File: config.mk
export PLATFORM = sky130hd
export DESIGN_NAME = mux4_rr_arbiter
export DESIGN_NICKNAME = d
export VERILOG_FILES = /design/src/rtl/mux4_rr_arbiter_pkg.sv /design/src/rtl/mux4_rr_arbiter_rr_pick4.sv /design/src/rtl/mux4_rr_arbiter.sv
export SDC_FILE = /design/constraint.sdc
export NUM_CORES = 1
export LEC_CHECK = 0
export CAP_MARGIN = 10
export CORE_MARGIN = 3
export CORE_UTILIZATION = 42
export DETAILED_ROUTE_END_ITERATION = 6
export GPL_TIMING_DRIVEN = 0
export PLACE_DENSITY = 0.85
export SETUP_SLACK_MARGIN = 0.2
export SYNTH_ARGS = -nofsm -noshare
export SYNTH_HDL_FRONTEND = slang
export SYNTH_HIERARCHICAL = 1
export SYNTH_SLANG_ARGS = --single-unit
File: constraint.sdc
create_clock -name clk -period 4.5 [get_ports clk]
set_input_delay 0.9 -clock clk [delete_from_list [all_inputs] [get_ports clk]]
set_output_delay 0.9 -clock clk [all_outputs]
set_load 0.02 [all_outputs]
File: src/rtl/mux4_rr_arbiter_pkg.sv
// Shared definitions for the 4-requester round-robin mux arbiter.
//   NREQ      number of requesters sharing the mux
//   state_t   arbiter FSM encoding (ST_IDLE = 1'b0, ST_BUSY = 1'b1)
//   onehot4   converts a 2-bit requester index into a one-hot grant vector
package mux4_arb_defs;

    localparam int NREQ = 4;

    typedef enum logic {
        ST_IDLE = 1'b0,
        ST_BUSY = 1'b1
    } state_t;

    function automatic logic [NREQ-1:0] onehot4(input logic [1:0] idx);
        onehot4 = 4'b0001 << idx;
    endfunction

endpackage

File: src/rtl/mux4_rr_arbiter_rr_pick4.sv
// Rotating-priority picker for four requesters (purely combinational).
//   req  [3:0]  request vector
//   ptr  [1:0]  index of the most recent winner; the scan starts at ptr+1
//   any         at least one request is set
//   win  [1:0]  first set request in the order ptr+1, ptr+2, ptr+3, ptr (mod 4)
module rr_pick4
    import mux4_arb_defs::*;
(
    input  logic [NREQ-1:0] req,
    input  logic [1:0]      ptr,
    output logic            any,
    output logic [1:0]      win
);

    logic [1:0]        start_s;
    logic [2*NREQ-1:0] dbl_s;
    logic [2*NREQ-1:0] shifted_s;
    logic [NREQ-1:0]   rot_s;
    logic [1:0]        off_s;

    // Rotate the request vector so the highest-priority candidate sits in bit 0;
    // the 2-bit add wraps naturally, so ptr=3 starts the scan at requester 0.
    always_comb begin
        start_s   = ptr + 2'd1;
        dbl_s     = {req, req};
        shifted_s = dbl_s >> start_s;
        rot_s     = shifted_s[NREQ-1:0];
    end

    // Fixed-priority encode on the rotated vector, then map the offset back.
    always_comb begin
        any = |req;
        casez (rot_s)
            4'b???1: off_s = 2'd0;
            4'b??10: off_s = 2'd1;
            4'b?100: off_s = 2'd2;
            4'b1000: off_s = 2'd3;
            default: off_s = 2'd0;
        endcase
        win = start_s + off_s;
    end

endmodule

File: src/rtl/mux4_rr_arbiter.sv
// Round-robin arbiter sharing one 4:1 data mux between four packet sources
// and a single valid/ready sink. A grant is held until the packet's last beat,
// withdrawal of the granted request, or MAX_HOLD transferred beats; every
// release is followed by exactly one idle bubble before the next grant.
//   clk, rst_n           clock (rising edge), asynchronous active-low reset
//   req[3:0], last[3:0]  per-source request and last-beat marker
//   din0..din3           per-source data, selected by sel
//   out_ready            sink accepts a beat when out_valid && out_ready
//   out_valid, out_data  beat towards the sink (combinational from registered sel)
//   gnt[3:0], sel[1:0]   registered one-hot grant and its encoded mux select
//   busy                 high while a grant is active
module mux4_rr_arbiter
    import mux4_arb_defs::*;
#(
    parameter int DW       = 8,
    parameter int MAX_HOLD = 16,
    parameter int CW       = 5
) (
    input  logic            clk,
    input  logic            rst_n,
    input  logic [NREQ-1:0] req,
    input  logic [NREQ-1:0] last,
    input  logic [DW-1:0]   din0,
    input  logic [DW-1:0]   din1,
    input  logic [DW-1:0]   din2,
    input  logic [DW-1:0]   din3,
    input  logic            out_ready,
    output logic            out_valid,
    output logic [DW-1:0]   out_data,
    output logic [NREQ-1:0] gnt,
    output logic [1:0]      sel,
    output logic            busy
);

    // Beat index of the final beat a single grant may carry.
    localparam logic [CW-1:0] CNT_LIMIT = CW'(MAX_HOLD - 1);

    state_t          state_r;
    state_t          state_nxt_s;
    logic [1:0]      ptr_r;
    logic [1:0]      ptr_nxt_s;
    logic [1:0]      sel_r;
    logic [1:0]      sel_nxt_s;
    logic [NREQ-1:0] gnt_r;
    logic [NREQ-1:0] gnt_nxt_s;
    logic [CW-1:0]   cnt_r;
    logic [CW-1:0]   cnt_nxt_s;

    logic            pick_any_s;
    logic [1:0]      pick_win_s;
    logic            busy_s;
    logic            req_sel_s;
    logic            last_sel_s;
    logic            xfer_s;

    rr_pick4 u_pick (
        .req (req),
        .ptr (ptr_r),
        .any (pick_any_s),
        .win (pick_win_s)
    );

    // Status and handshake derived from the registered state and select.
    always_comb begin
        busy_s     = (state_r == ST_BUSY);
        req_sel_s  = req[sel_r];
        last_sel_s = last[sel_r];
        xfer_s     = busy_s && req_sel_s && out_ready;
    end

    // 4:1 data mux on the registered select.
    always_comb begin
        case (sel_r)
            2'd0:    out_data = din0;
            2'd1:    out_data = din1;
            2'd2:    out_data = din2;
            2'd3:    out_data = din3;
            default: out_data = din0;
        endcase
    end

    // Next-state logic: grant from IDLE, count beats and release from BUSY.
    always_comb begin
        state_nxt_s = state_r;
        ptr_nxt_s   = ptr_r;
        sel_nxt_s   = sel_r;
        gnt_nxt_s   = gnt_r;
        cnt_nxt_s   = cnt_r;
        case (state_r)
            ST_IDLE: begin
                if (pick_any_s) begin
                    state_nxt_s = ST_BUSY;
                    sel_nxt_s   = pick_win_s;
                    gnt_nxt_s   = onehot4(pick_win_s);
                    cnt_nxt_s   = {CW{1'b0}};
                end else begin
                    gnt_nxt_s   = {NREQ{1'b0}};
                end
            end
            ST_BUSY: begin
                // Withdrawal, packet end and beat-limit timeout all release the
                // grant; the pointer remembers the owner so it drops to lowest
                // priority in the next scan. sel is kept for the bubble cycle.
                if (!req_sel_s || (xfer_s && last_sel_s) || (xfer_s && (cnt_r == CNT_LIMIT))) begin
                    state_nxt_s = ST_IDLE;
                    gnt_nxt_s   = {NREQ{1'b0}};
                    ptr_nxt_s   = sel_r;
                    cnt_nxt_s   = {CW{1'b0}};
                end else if (xfer_s) begin
                    cnt_nxt_s   = cnt_r + CW'(1);
                end else begin
                    cnt_nxt_s   = cnt_r;
                end
            end
            default: begin
                state_nxt_s = ST_IDLE;
                gnt_nxt_s   = {NREQ{1'b0}};
                cnt_nxt_s   = {CW{1'b0}};
            end
        endcase
    end

    // Arbiter state registers; ptr resets to 3 so requester 0 wins first.
    always_ff @(posedge clk or negedge rst_n) begin
        if (!rst_n) begin
            state_r <= ST_IDLE;
            ptr_r   <= 2'd3;
            sel_r   <= 2'd0;
            gnt_r   <= {NREQ{1'b0}};
            cnt_r   <= {CW{1'b0}};
        end else begin
            state_r <= state_nxt_s;
            ptr_r   <= ptr_nxt_s;
            sel_r   <= sel_nxt_s;
            gnt_r   <= gnt_nxt_s;
            cnt_r   <= cnt_nxt_s;
        end
    end

    // Output drive from the registered state.
    always_comb begin
        gnt       = gnt_r;
        sel       = sel_r;
        busy      = busy_s;
        out_valid = busy_s && req_sel_s;
    end

endmodule

== Word level (Yosys, flattened, before mapping) ==
Index checks and enable logic that the tools add are counted.

* Bitwise logic cells: 1
* Multiplexer cells: 16
* Add/subtract/negate cells: 3
* Shift operators: 2
* Equal/unequal tests: 10
* Divide/modulo/power cells: 0
* Magnitude comparators: 1
* Multiply operators: 0
* Reductions and logical operators: 12

{| class="wikitable"
|+ Operator list
! kind !! count
|-
| $pmux 8 s4 || 1
|-
| $mux 5 || 3
|-
| $pmux 5 s2 || 1
|-
| $mux 4 || 2
|-
| $pmux 4 s2 || 1
|-
| $shr 8x2->4 || 1
|-
| $eq 2x2->1 const B || 3
|-
| $pmux 2 s3 || 1
|-
| $reduce_and 2->1 || 3
|-
| $add 5x1->5 const B || 1
|-
| $eq 5x4->1 const B || 1
|-
| $bmux 1 s2 || 2
|-
| $eq 4x4->1 const B || 1
|-
| $logic_and 1x1->1 || 4
|-
| $mux 1 || 4
|-
| $reduce_or 4->1 || 1
|-
| $shl 1x2->4 const A || 1
|-
| $eq 3x3->1 const B || 1
|-
| $lt 2x3->1 const B || 1
|-
| $ne 3x1->1 const B || 1
|-
| $add 2x1->2 const B || 1
|-
| $add 2x2->2 || 1
|-
| $eq 2x1->1 const B || 1
|-
| $logic_not 2->1 || 1
|-
| 6 further kinds || 7
|}

* Bits of input ports: 43
* Memory bits (writable): 0
* Latch bits: 0
* Logic and storage cells: 50
* ROM bits: 0
* Output and inout bits: 16
* Memories: 0
* Register bits after elaboration: 14

== Longest topological paths before layout ==
Gate-level depths: netlist of the first run.

* Word-level depth: 9
* Mapped depth: 12
* Gate-level depth less buffers: 11

== Cells and area by module ==
The synthesis of the first run kept the hierarchy.

{| class="wikitable"
|+ Modules (own cells, without submodules)
! module !! cells each !! area an instance (sq um) !! instances !! sequential area each (sq um)
|-
| mux4_rr_arbiter || 76 || 908.4 || 1 || 352.8
|-
| rr_pick4 || 32 || 206.4 || 1 || 0.0
|}

== Worst setup path before layout of the first run ==
Ideal clock, no wire load.

* Kind: in2out
* Start point: input req[3]
* End point: output out_valid
* Arrival: 1.665 ns
* Stages: 3
* Setup slack: 1.935 ns
* Required time: 3.600 ns
* Path buffers: 0
* Cell sequence: mux4_2 > nand2_1 > inv_1

* Longest elaborated chain between the ends: 3

{| class="wikitable"
|+ Ends and longest elaborated chain
! element !! RTL line !! RTL
|-
| start, declared || mux4_rr_arbiter.sv:21 || <nowiki>input logic [NREQ-1:0] req,</nowiki>
|-
| $bmux 1 s2 || mux4_rr_arbiter.sv:66 || <nowiki>req_sel_s = req[sel_r];</nowiki>
|-
| $mux 1 (implied by the code) || mux4_rr_arbiter.sv:66 ||
|-
| $logic_and 1x1->1 || mux4_rr_arbiter.sv:145 || <nowiki>out_valid = busy_s && req_sel_s;</nowiki>
|-
| end, declared || mux4_rr_arbiter.sv:28 || <nowiki>output logic out_valid,</nowiki>
|}

Every way passes these cells. The select of a mux whose other input is x is not followed.

== Final worst setup path of the first run ==
Ends and elaborated chain as after synthesis.

==> results.md, run 1 <==
- Register area share after synthesis: about a third
- Setup TNS after final layout: 0 ps
- Main combinational cell family by area after synthesis: multiplexers
- Register bit total from synthesis: 14
- Initial antenna violation count: 0
- Top post-synthesis cells by area: dfrtp_1 (27%), mux4_2 (18%), dfstp_2 (4.7%)
- Global-route wire length before repair: just over 5000 µm
- CTS Hold Buffers Added: 0
- Gr ovfl total: 0
- Worst-Skew Late Latency: roughly 280 ps
- # Post-CTS Setup Buffers: 0
- Io pins: 59
- Cell with the most instances after synthesis: dfrtp_1
- Most frequent cells after synthesis: dfrtp_1 (12), nor2_1 (11), mux4_2 (9)
- Tightest Hold Check Type: register to register
- Unrepaired setup endpoints after global routing: no
- Routed WL per cell: around 15 µm
- Pwr Density: roughly 560 nW/µm²
- FF-to-FF setup slack: 2080 ps
- Critical path origin: req[3]
- Final WL: around 3100 µm
- Die footprint: between 3000 and 4000 µm²
- Post-Synth Simple-Gate Area: between 10% and 20%
- Critical R2R Capture: gnt[2]$_DFFE_PN0P_
- Post-synth EDFFs: 0
- GRT Util Overall: 19.8%
- CP arrival: ~2800 ps
- # nets final: about 220
- P_sw: 416 µW
- Yosys top cell area share: roughly 27%
- Crit Path Max Fanout: 8
- Largest net degree at the start of global routing: 15
- Antenna Violating Nets Remaining: 0
- Post-detail-place hpwl: between 2000 and 2500 µm
- Post-CTS sizing: 0
- Rows: 18
- Synth Warn #: 6
- Mapped cell area: about 1100 µm²
- Ant diodes: 0
- Leak pwr: just over 0.7 nW
- Final Hold Fails: 0
- Synth Area per Inst: around 10 µm²
- Vias in the first global route: 1,081
- Clock Path Buffers: 2
- Reg area: about 350 µm²
- Cell area after layout: between 1500 and 2000 µm²
- Fillers: 182
- Peak VDD IR: ~0.42 mV
- Adder-Cell Fraction of Synth Area: 3.37%
- Htree depth: 1
- Xor/xnor cell area share of the yosys netlist: under 10%
- Syn_nets: roughly 150
- Initial Util: around 45%
- Final Power: 996 µW
- RR Startpoint: ptr_r[0]$_DFFE_PN1P_
- Die height: 57.5 µm
- Synth cell types: 40
- Area delta synth->final: 58.7%
- Achievable Freq: approximately 270 MHz
- Largest area contributor in the netlist: dfrtp_1
- Area of the multi-input gates: about 680 µm²
- Pint: a little under 600 µW
- Switching share of power: roughly two fifths
- Worst r2r path cells: 11
- Total number of vias: 1,075
- Clk pin slew, worst setup/hold paths: 90 ps
- Compound-Gate Fraction of Synth Area: between 10% and 20%
- Setup violators final: 0
- Gate Count Post-Synth: between 100 and 150
- Startpoint types: primary input
- Max-Cap Viols: 0
- Total CTS buffers: 3
- Drt initial violations: 22
- Clk pwr share: 9.1%
- RePlAce Congestion: roughly 0.79
- Layout cells sized above 1: 15.3%
- Avg Vias per Cell: approximately 5.4
- Worst-Margin Slew: just under 600 ps
- Worst EP required: 3600 ps
- First drt pass iteration count: 4
- Post-synthesis mux area share: between 20% and 30%
- Slew headroom: 60.2%
- Tmin final: approximately 3700 ps
- CTS sink count: 14
- Residual DRC count: 0
- CTS tree: built
- Endpoint class of the critical path: primary output
- Status: completed
- CTS root buf: clkbuf_4
- Worst setup endpoint: out_valid
- Synth async-reset ratio: 100%
- Core area: around 2500 µm²
- Port Buf Inserts: between 50 and 60
- Worst setup skew after layout: a little over 2 ps
- Chip Width: 57.5 µm
- Logic pwr share: 69.9%
- Period utilisation layout: around 83%
- Top_reg_cell synth: dfrtp_1
- Critical path class: primary input to primary output
- Placed Area: between 1500 and 2000 µm²
- Final Max Tran Viols: 0
- Sequential power share: a little over a fifth
==> how the worst min path moves through the flow <==
| stage | start | end | cells past startpoint |
|---|---|---|---|
| 3_3_place_gp | cnt_r[4]$_DFFE_PN0P_ | cnt_r[4]$_DFFE_PN0P_ | 2 |
| 2_1_floorplan | cnt_r[4]$_DFFE_PN0P_ | cnt_r[4]$_DFFE_PN0P_ | 2 |
| 4_1_cts | gnt[0]$_DFFE_PN0P_ | gnt[0]$_DFFE_PN0P_ | 1 |
| 6_report | gnt[0]$_DFFE_PN0P_ | gnt[0]$_DFFE_PN0P_ | 1 |
| 3_5_place_dp | gnt[0]$_DFFE_PN0P_ | gnt[0]$_DFFE_PN0P_ | 1 |
| 5_1_grt | gnt[0]$_DFFE_PN0P_ | gnt[0]$_DFFE_PN0P_ | 1 |
==> power by group through the flow <==
stage               clock [mW]  combinational, mW  sequential (mW)
finish                  0.0904              0.696            0.209
floorplan                    0              0.443            0.230
global placement             0              0.685            0.210
detailed placement           0              0.698            0.213
CTS                     0.0919              0.704            0.210
global route            0.0994              0.759            0.217
==> placed cells by master, fill, tap and decap left out, drive strengths merged, types with 4 or more instances in the layout <==
cell	netlist	final
buf	5	5
nor2b	4	4
mux4	9	9
clkdlybuf4s50	0	58
nand2	8	8
o21ai	4	4
nor2	11	11
clkbuf	1	5
inv	8	8
dfrtp	12	12
nor4	4	4
==> metrics by stage <==
step	utilization (%)	hold WS (ps)	worst slack, ps	instances
after CTS	70.8	509	775	200
after global routing	70.8	529	687	200
after global placement	69.3	462	801	196
after floorplan	-	447	1940	108
after detailed placement	69.3	479	799	196
final	70.8	504	782	200
==> sequential cells by signal, summed over array words and instances, names as in the netlist <==
name / count
ptr_r: 2
sel: 2
cnt_r: 5
gnt: 4
busy: 1
==> worst max-delay path, stage by stage <==
cell	delay [ps]
clkdlybuf4s50_1	540
mux4_2	560
nand2_1	210
inv_1	70
clkdlybuf4s50_1	530
==> kinds of logic after synthesis <==
kind of cell,count (synthesis)
DFF,14
adders and majority gates,3
muxes,13
xor gates and xnor gates,3
buffers and inverters,14
AOI/OAI and AO/OA,25
and+or+nand+nor,36
==> area by class of cell <==
cell class	instances	area share (%)
Multi-Input combinational cell	80	38.7
Clock buffer	4	2.05
Inverter	8	1.70
Timing Repair Buffer	58	32.8
Sequential cell	14	19.9
Tap cell	30	2.12
Buffer	6	2.69
==> metal layers <==
metal | GRT usage (%) | up-vias | share of wire (%)
met1 | 25.3 | 490 | 42
met5 | 0 | - | 0
met2 | 32.9 | 51 | 47
li1 | - | 530 | -
met3 | 6.11 | 4 | 9.9
met4 | 4.30 | 0 | 0.85
No activity file was read; power rests on OpenSTA's default activity.
==> run 2, diff against run 1 <==
Settings changed: CORE_UTILIZATION 42 to 39, PLACE_DENSITY 0.85 to 0.8.
Clock period 4.5 ns to 3.81 ns, I/O delays scaled along.
==> run 2 against run 1 <==
Utilization fell by 2.5 points. Sequential power rose by 18%. Sequential share of layout area did not move. Total power rose by 18%. Clock power rose by 19%. Via count rose by 2.9%. Critical path depth did not move. Routed wire length fell by 0.46%. Cell area did not move. Critical endpoint unchanged.
==> results.md, run 2 (synthesis gave the netlist of run 1 again) <==
- Io pins: 59 (unchanged)
- Largest net degree at the start of global routing: 15 (unchanged)
- Residual DRC count: 0 (unchanged)
- Startpoint types: primary input
- Critical path class: primary input to primary output
- Final Hold Fails: 0 (unchanged)
- Post-detail-place hpwl: 2530 µm (+1.2%)
- CTS root buf: clkbuf_4
- Ant diodes: 0 (unchanged)
- Final WL: 3040 µm (-0.46%)
- Fin Hold WS: 491 ps (-13.4 ps)
- Tmin final: approximately 3500 ps
- Endpoint class of the critical path: primary output
- Reg with most FFs: cnt_r
- Final Max Tran Viols: 0 (unchanged)
- Post-CTS sizing: 0 (unchanged)
- Chip Width: 59.5 µm (+3.4%)
- Layout cells sized above 1: 15.3% (unchanged)
- Crit Path Max Fanout: 8 (unchanged)
- Setup TNS after final layout: 0 ps (unchanged)
- Achievable Freq: between 200 and 300 MHz
- Period utilisation layout: between 90% and 100%
- Avg Vias per Cell: 5.53 (+2.9%)
- RePlAce Congestion: 0.783 (-0.61%)
- Worst setup skew after layout: 3.43 ps (+1.41 ps)
- Unrepaired setup endpoints after global routing: no
- Max-Cap Viols: 0 (unchanged)
- Htree depth: 1 (unchanged)
- Total CTS buffers: 3 (unchanged)
- CP arrival: 2690 ps (-130 ps)
- Drt initial violations: 67 (+200%)
- CTS tree: built
- Final Power: 1.18 mW (+18%)
- Leak pwr: 0.710 nW (unchanged)
- Die footprint: 3540 µm² (+6.9%)
- Port Buf Inserts: 58 (unchanged)
- Most common cell after layout, fill and taps aside: clkdlybuf4s50_1
- Worst-Skew Late Latency: 280 ps (about the same)
- Pwr Density: 666 nW/µm² (+18%)
- Vias in the first global route: 1,079 (-0.19%)
- Tightest Hold Check Type: register to register
- CTS sink count: 14 (unchanged)
- Global-route wire length before repair: 4810 µm (-5.2%)
- Peak VDD IR: 0.435 mV (+2.8%)
- Area delta synth->final: 58.7% (unchanged)
- Antenna Violating Nets Remaining: 0 (unchanged)
- Setup violators final: 0 (unchanged)
- Status: completed
- Post-Route Utilization: 68.3% (-2.5 points)
- Initial antenna violation count: 0 (unchanged)
- Worst EP required: 3050 ps (-550 ps)
- Clk pin slew, worst setup/hold paths: 90 ps (about the same)
- Fillers: 202 (+11%)
- Initial Util: 43.0% (-1.6 points)
- Slew headroom: 58.4% (-1.8 points)
- Core area: 2590 µm² (+3.6%)
- Most frequent cells in the layout: clkdlybuf4s50_1 (58), dfrtp_1 (12), nor2_1 (11)
- CTS Hold Buffers Added: 0 (unchanged)
- Rows: 18 (unchanged)
- Total number of vias: 1,106 (+2.9%)
- # nets final: 217 (unchanged)
- First drt pass iteration count: 4 (unchanged)
- # Post-CTS Setup Buffers: 0 (unchanged)
- GRT Util Overall: 17.9% (-1.9 points)
- Die height: 59.5 µm (+3.4%)
- Routed WL per cell: 15.2 µm (-0.46%)
- Worst-Margin Slew: 623 ps (+26.7 ps)
- Clock Path Buffers: 2 (unchanged)
- Max reg flops: 5 (unchanged)
- Gr ovfl total: 0 (unchanged)
==> run 2: through the flow <==
stage | std cells | setup slack, ps | instance area (µm²)
CTS | 200 | 370 | 1770
global route | 200 | 247 | 1770
detailed placement | 196 | 374 | 1730
global placement | 196 | 386 | 1730
finish | 200 | 355 | 1770
floorplan | 108 | 1430 | 1110
==> run 2: area by class of cell <==
| type | instances | area, µm² | area share [%] |
|---|---|---|---|
| clock buffer | 4 | 36.3 | 2.05 |
| buffer | 6 | 47.5 | 2.69 |
| multi-input combinational | 80 | 684 | 38.7 |
| sequential | 14 | 353 | 19.9 |
| inverter | 8 | 30.0 | 1.70 |
| tap | 30 | 37.5 | 2.12 |
| timing repair buffer | 58 | 581 | 32.8 |
==> run 2: final timing paths <==
check,start,cells past startpoint,slack (ps),to
worst max-delay path,req[3],5,360,out_valid
worst min-delay path,cnt_r[4]$_DFFE_PN0P_,2,490,cnt_r[4]$_DFFE_PN0P_
worst max register to register,ptr_r[0]$_DFFE_PN1P_,11,1340,gnt[2]$_DFFE_PN0P_
worst min register to register,cnt_r[4]$_DFFE_PN0P_,2,490,cnt_r[4]$_DFFE_PN0P_
max in group asynchronous,rst_n,1,2550,cnt_r[2]$_DFFE_PN0P_
min in group asynchronous,rst_n,1,860,cnt_r[0]$_DFFE_PN0P_
==> run 2: critical path, cell delays in order <==
cell	delay, ps
clkdlybuf4s50_1	550
mux4_2	560
nand2_1	220
inv_1	60
clkdlybuf4s50_1	540
==> run 2: metal layers <==
metal / up-vias / track usage [%] / part of all wire, %
li1: 530 / - / -
met1: 511 / 21.6 / 41
met2: 60 / 29.8 / 46
met3: 5 / 6.10 / 12
met4: 0 / 5.83 / 1.0
met5: - / 0 / 0
==> run 2: power breakdown <==
| group | leakage (nW) | internal, mW | switching (mW) |
|---|---|---|---|
| clock network | 0.0210 | 0.0581 | 0.0501 |
| registers | 0.180 | 0.202 | 0.0455 |
| logic | 0.510 | 0.425 | 0.398 |
| total | 0.710 | 0.685 | 0.493 |
